`config.mk`:
```
export PLATFORM = sky130hd
export DESIGN_NAME = wb_cmd_master
export DESIGN_NICKNAME = d
export VERILOG_FILES = /design/src/rtl/wb_cmd_master_pkg.sv /design/src/rtl/wb_cmd_watchdog.sv /design/src/rtl/wb_cmd_master.sv
export SDC_FILE = /design/constraint.sdc
export NUM_CORES = 1
export LEC_CHECK = 0
export BUFFER_PORTS_ARGS = -buffer_cell sky130_fd_sc_hd__clkbuf_2
export CAP_MARGIN = 20
export CELL_PAD_IN_SITES_DETAIL_PLACEMENT = 1
export CELL_PAD_IN_SITES_GLOBAL_PLACEMENT = 1
export CORE_MARGIN = 5
export CORE_UTILIZATION = 31
export DETAILED_ROUTE_END_ITERATION = 7
export HOLD_SLACK_MARGIN = 0.12
export PLACE_DENSITY = 0.86
export SYNTH_ARGS = -nofsm -noshare
export SYNTH_HDL_FRONTEND = slang
export SYNTH_HIERARCHICAL = 1
export SYNTH_SLANG_ARGS = --single-unit
```
`constraint.sdc`:
```
create_clock -name clk -period 1.45 [get_ports clk]
set_input_delay 0.145 -clock clk [delete_from_list [all_inputs] [get_ports clk]]
set_output_delay 0.145 -clock clk [all_outputs]
set_load 0.02 [all_outputs]
```
`src/rtl/wb_cmd_master_pkg.sv`:
```
// Shared definitions for the Wishbone command master: FSM state encoding and default watchdog limit.
// Used by wb_cmd_master and wb_cmd_watchdog.
package wb_cmd_master_pkg;

   typedef enum logic [1:0] {
      ST_IDLE = 2'd0,
      ST_BUS  = 2'd1,
      ST_RESP = 2'd2
   } state_t;

   localparam int DEFAULT_TIMEOUT = 255;

endpackage

```
`src/rtl/wb_cmd_watchdog.sv`:
```
// Bus-cycle watchdog: counts stalled cycles and flags the last allowed one.
// Only instantiated when WB_CMD_MASTER_TIMEOUT_EN is defined.
module wb_cmd_watchdog
   import wb_cmd_master_pkg::*;
#(
   parameter int TW      = 8,
   parameter int TIMEOUT = DEFAULT_TIMEOUT
) (
   input  logic clk,
   input  logic rst,
   input  logic clear,
   input  logic enable,
   output logic expire
);

   logic [TW-1:0] count;

   always_ff @(posedge clk or posedge rst) begin
      if (rst) begin
         count <= '0;
      end else if (clear) begin
         count <= '0;
      end else if (enable) begin
         count <= count + TW'(1);
      end
   end

   // expire marks the TIMEOUT-th cycle of the bus request, counting from zero
   assign expire = (count == TW'(TIMEOUT - 1));

endmodule

```
`src/rtl/wb_cmd_master.sv`:
```
// Wishbone initiator converting a valid/ready command stream into cyc/ack bus cycles with one response each.
// Optional watchdog abort is enabled by defining WB_CMD_MASTER_TIMEOUT_EN.
module wb_cmd_master
   import wb_cmd_master_pkg::*;
#(
   parameter int DW      = 16,
   parameter int AW      = 16,
   parameter int TW      = 8,
   parameter int TIMEOUT = DEFAULT_TIMEOUT
) (
   input  logic          clk,
   input  logic          rst,
   input  logic [AW-1:0] cmd_addr,
   input  logic [DW-1:0] cmd_wdata,
   input  logic          cmd_we,
   input  logic          cmd_valid,
   output logic          cmd_ready,
   output logic [DW-1:0] rsp_rdata,
   output logic          rsp_err,
   output logic          rsp_valid,
   input  logic          rsp_ready,
   output logic [AW-1:0] wb_addr,
   output logic [DW-1:0] wb_wdata,
   output logic          wb_we,
   output logic          wb_cyc,
   input  logic [DW-1:0] wb_rdata,
   input  logic          wb_ack,
   output logic          busy
);

   state_t state;
   state_t next_state;
   logic   accept;
   logic   bus_done;
   logic   expire;

   always_ff @(posedge clk or posedge rst) begin
      if (rst) begin
         state <= ST_IDLE;
      end else begin
         state <= next_state;
      end
   end

   always_comb begin
      next_state = state;
      cmd_ready  = 1'b0;
      bus_done   = 1'b0;
      case (state)
         ST_IDLE: begin
            cmd_ready = 1'b1;
            if (cmd_valid) begin
               next_state = ST_BUS;
            end
         end
         ST_BUS: begin
            if (wb_ack || expire) begin
               bus_done   = 1'b1;
               next_state = ST_RESP;
            end
         end
         ST_RESP: begin
            if (rsp_ready) begin
               next_state = ST_IDLE;
            end
         end
         default: begin
            next_state = ST_IDLE;
         end
      endcase
   end

   assign accept    = cmd_valid && cmd_ready;
   assign wb_cyc    = (state == ST_BUS);
   assign rsp_valid = (state == ST_RESP);
   assign busy      = (state != ST_IDLE);

   // Request fields are only loaded on accept, so they stay put for the whole bus cycle
   always_ff @(posedge clk or posedge rst) begin
      if (rst) begin
         wb_addr   <= '0;
         wb_wdata  <= '0;
         wb_we     <= 1'b0;
         rsp_rdata <= '0;
      end else begin
         if (accept) begin
            wb_addr  <= cmd_addr;
            wb_wdata <= cmd_wdata;
            wb_we    <= cmd_we;
         end
         if (bus_done) begin
            rsp_rdata <= (wb_ack && !wb_we) ? wb_rdata : '0;
         end
      end
   end

`ifdef WB_CMD_MASTER_TIMEOUT_EN
   logic err_q;

   wb_cmd_watchdog #(
      .TW      (TW),
      .TIMEOUT (TIMEOUT)
   ) u_watchdog (
      .clk    (clk),
      .rst    (rst),
      .clear  (accept),
      .enable (wb_cyc && !wb_ack),
      .expire (expire)
   );

   // An ack arriving in the expiry cycle takes priority over the abort
   always_ff @(posedge clk or posedge rst) begin
      if (rst) begin
         err_q <= 1'b0;
      end else if (bus_done) begin
         err_q <= !wb_ack;
      end
   end

   assign rsp_err = err_q;
`else
   logic [TW-1:0] unused_timeout;

   assign unused_timeout = TW'(TIMEOUT);
   assign expire         = 1'b0;
   assign rsp_err        = 1'b0;
`endif

endmodule

```
==> metrics <==
DRC viols=0; H-tree levels=2; Synth Instances=136; layout cell share with drive strength beyond 1=62.88%; Rows=30; Root Buffer=clkbuf_8; asr flop ratio synth=100.0%; Synth Warn #=6; final core occ=52.59%; FF-to-FF End=wb_wdata[0]$_DFFE_PP0P_; crit path time final=1.474 ns; Max stage delay on crit path=0.40 ns; min-delay src=wb_rdata[13]; Initial Util=31.66%; Worst-path clk slew=0.09 ns; violated checks=setup timing; fill count=713; critical path's most frequent cell=buf_6; Place WS=0.02645 ns; I/O pin total=108; Rel. slew slack=63.08%; setup ws final=-0.02426 ns; CP cell instances=buf_6, nor3b_4, buf_6, buf_6, mux2_2; drt wl/cell=17.16 um; Die ar.=8618 um^2; maximum fanout along the worst path=6; area leader, netlist=dfrtp_1; R2R setup slack=-0.02 ns; Syn Nets=190; most area-consuming cells after synthesis=dfrtp_1 (60%), mux2_2 (21%), mux2_4 (6.4%), nor2b_1 (4.7%), buf_6 (2.1%); Hold Fails Final Rpt=0; Post-Syn Area per Cell=15.64 um^2; CTS max path bufs=2; count leader, synth=dfrtp_1; r2r worst-path depth=5; critical path endpoint category=flop; hold depth=3; status=finished, violations left; P&R area growth vs syn=66.12%; antenna violations before repair=0; Synth top cells by count=dfrtp_1 (51), mux2_2 (40), nor2b_1 (16); RSZ-0062 raised after global routing=true; period utilization=101.7%; Final TNS setup=-0.1910 ns; TritonRoute pass-1 iters=3; PD cells=2196 nW/um^2; critical setup path kind=reg -> reg; Seq/Total Area, Yosys=60.00%; VDD IR max=0.7869 mV; DRT iter0 DRCs=13; clock sinks=51; Worst Clk Skew=0.006130 ns; routed wire length=6502 um; Die Y=92.84 um; DIE WIDTH=92.84 um; Clock Latency Late Sink=0.30 ns; placer congestion estimate=0.6806; first-pass GRT wire length=9853 um; Lkg Pwr=1.823 nW; total CTS buffers=5; largest net degree at the start of global routing=28; Hold EP=rsp_rdata[13]$_DFFE_PP0P_; overall routing resource usage=14.57%; fmax=678.3 MHz; Post-synth EDFFs=0; total of max-cap violations=0; Worst Hold Class=in -> reg; Netlist Area Pre-Place=2127 um^2; Vias/cell=4.398; WP data arrival=1.66 ns; post-synth cell types=17; Main synth FF type=dfrtp_1; post-synth top area share=60.00%; core box area=6719 um^2; vias in the first global route=1970; IO Port Bufs=106; Synth Register Bits=51; CTS tree=built; GRT overflow=0; # setup viols final=29; Reg-to-Reg Start=state[1]$_DFFE_PP0P_; Detail Route Antenna Nets=0; Final Slew Violations=0; worst path required time=1.64 ns; DP Wirelength=4001 um; ant diodes=0; vias post-DR=1667; Startpoint Class=flop; Slew @ Worst Pin=0.5530 ns; final net count=352; slowest CP cell=dfrtp_1
[worst max-delay path by stage]
stage / slack (ns) / from / to
after floorplan: 0.05 / wb_we$_DFFE_PP0P_ / rsp_rdata[8]$_DFFE_PP0P_
after global placement: 0.09 / state[1]$_DFFE_PP0P_ / wb_addr[6]$_DFFE_PP0P_
after detailed placement: 0.03 / state[1]$_DFFE_PP0P_ / wb_addr[5]$_DFFE_PP0P_
after CTS: -0.06 / state[0]$_DFFE_PP0P_ / wb_addr[5]$_DFFE_PP0P_
after global routing: -0.09 / state[1]$_DFFE_PP0P_ / wb_wdata[0]$_DFFE_PP0P_
final: -0.02 / state[1]$_DFFE_PP0P_ / wb_wdata[0]$_DFFE_PP0P_
[area by class of cell]
type                       instances  area (um^2)  share of cell area [%]
clock inverter                     2        60.06                   1.700
multi-input combinational         75        883.3                   25.00
tap                               80        100.1                   2.833
sequential                        51         1276                   36.12
clock buffer                       6        72.57                   2.054
inverter                           3        11.26                  0.3187
timing repair buffer             162         1130                   31.98
[worst max-delay path: cells and delay by family, from the launching register on]
family / cells / cell delay (ns)
buffers and inverters: 3 / 0.44
flip-flops: 1 / 0.40
multiplexers: 1 / 0.34
AND/OR/NAND/NOR: 1 / 0.18
[registers in the layout, summed over array words and instances, names as in the netlist]
name	count
wb_we	1
state	2
wb_addr	16
wb_wdata	16
rsp_rdata	16
[cells in the final DEF (no fill, tap or decap)]
cell type      netlist  routed
nor2b_1             16      15
or2_4                0       1
clkbuf_1             1       1
a21oi_2              0       1
and3b_2              0       1
dfrtp_1             51      51
buf_8                0       4
nor3b_4              1       1
buf_4                1       8
bufinv_16            0       2
mux2_2              40      12
clkbuf_2             0     103
mux2_4               9      37
clkbuf_8             0       6
a21o_1               1       1
buf_12               1       1
nor2b_4              0       1
nand2b_1             2       2
and2b_1              2       2
buf_6                4       8
inv_2                0       2
conb_1               1       1
inv_1                3       1
dlygate4sd3_1        0      37
[per-stage QoR]
step                hold WS (ns)  total power [mW]  std cells  area, um^2
detailed placement        0.2098             5.839        324        2774
floorplan                 0.2932             4.677        136        2127
finish                    0.1905             7.758        379        3533
global route              0.1768             8.218        379        3533
CTS                       0.1774             7.336        376        3368
global placement          0.2037             5.705        324        2774
[report_power, final]
group	leakage, nW	total, mW	internal, mW	switching (mW)
combinational	1.14	4.12	2.09	2.02
clock	0.0654	1.14	0.689	0.447
sequential	0.617	2.51	2.10	0.406
total	1.82	7.76	4.88	2.87
[kinds of logic after synthesis]
logic type / Yosys count / share of synthesized area [%]
and+or+nand+nor: 23 / 7.588
DFF: 51 / 60.00
muxes: 49 / 27.53
AOI/OAI and AO/OA: 2 / 0.5881
other: 1 / 0.1763
buffers and inverters: 10 / 4.117
[layer usage]
layer  vias to the layer above  part of all wire, %  GRT usage, %
met5                         -                    0             0
met4                         0                  1.0         4.274
met3                         4                  6.1         4.630
met2                        67                   55         27.95
met1                       817                   38         14.89
li1                        779                    -             -
[what timing repair did]
item,in CTS,in global routing
setup buffers,6,3
endpoints found under the setup margin,3,53
endpoints found under the hold margin,59,1
resized for setup,6,58
pin swaps,1,1
gates cloned,1,3
hold buffers,37,1
(Power assumes the default switching activity.)
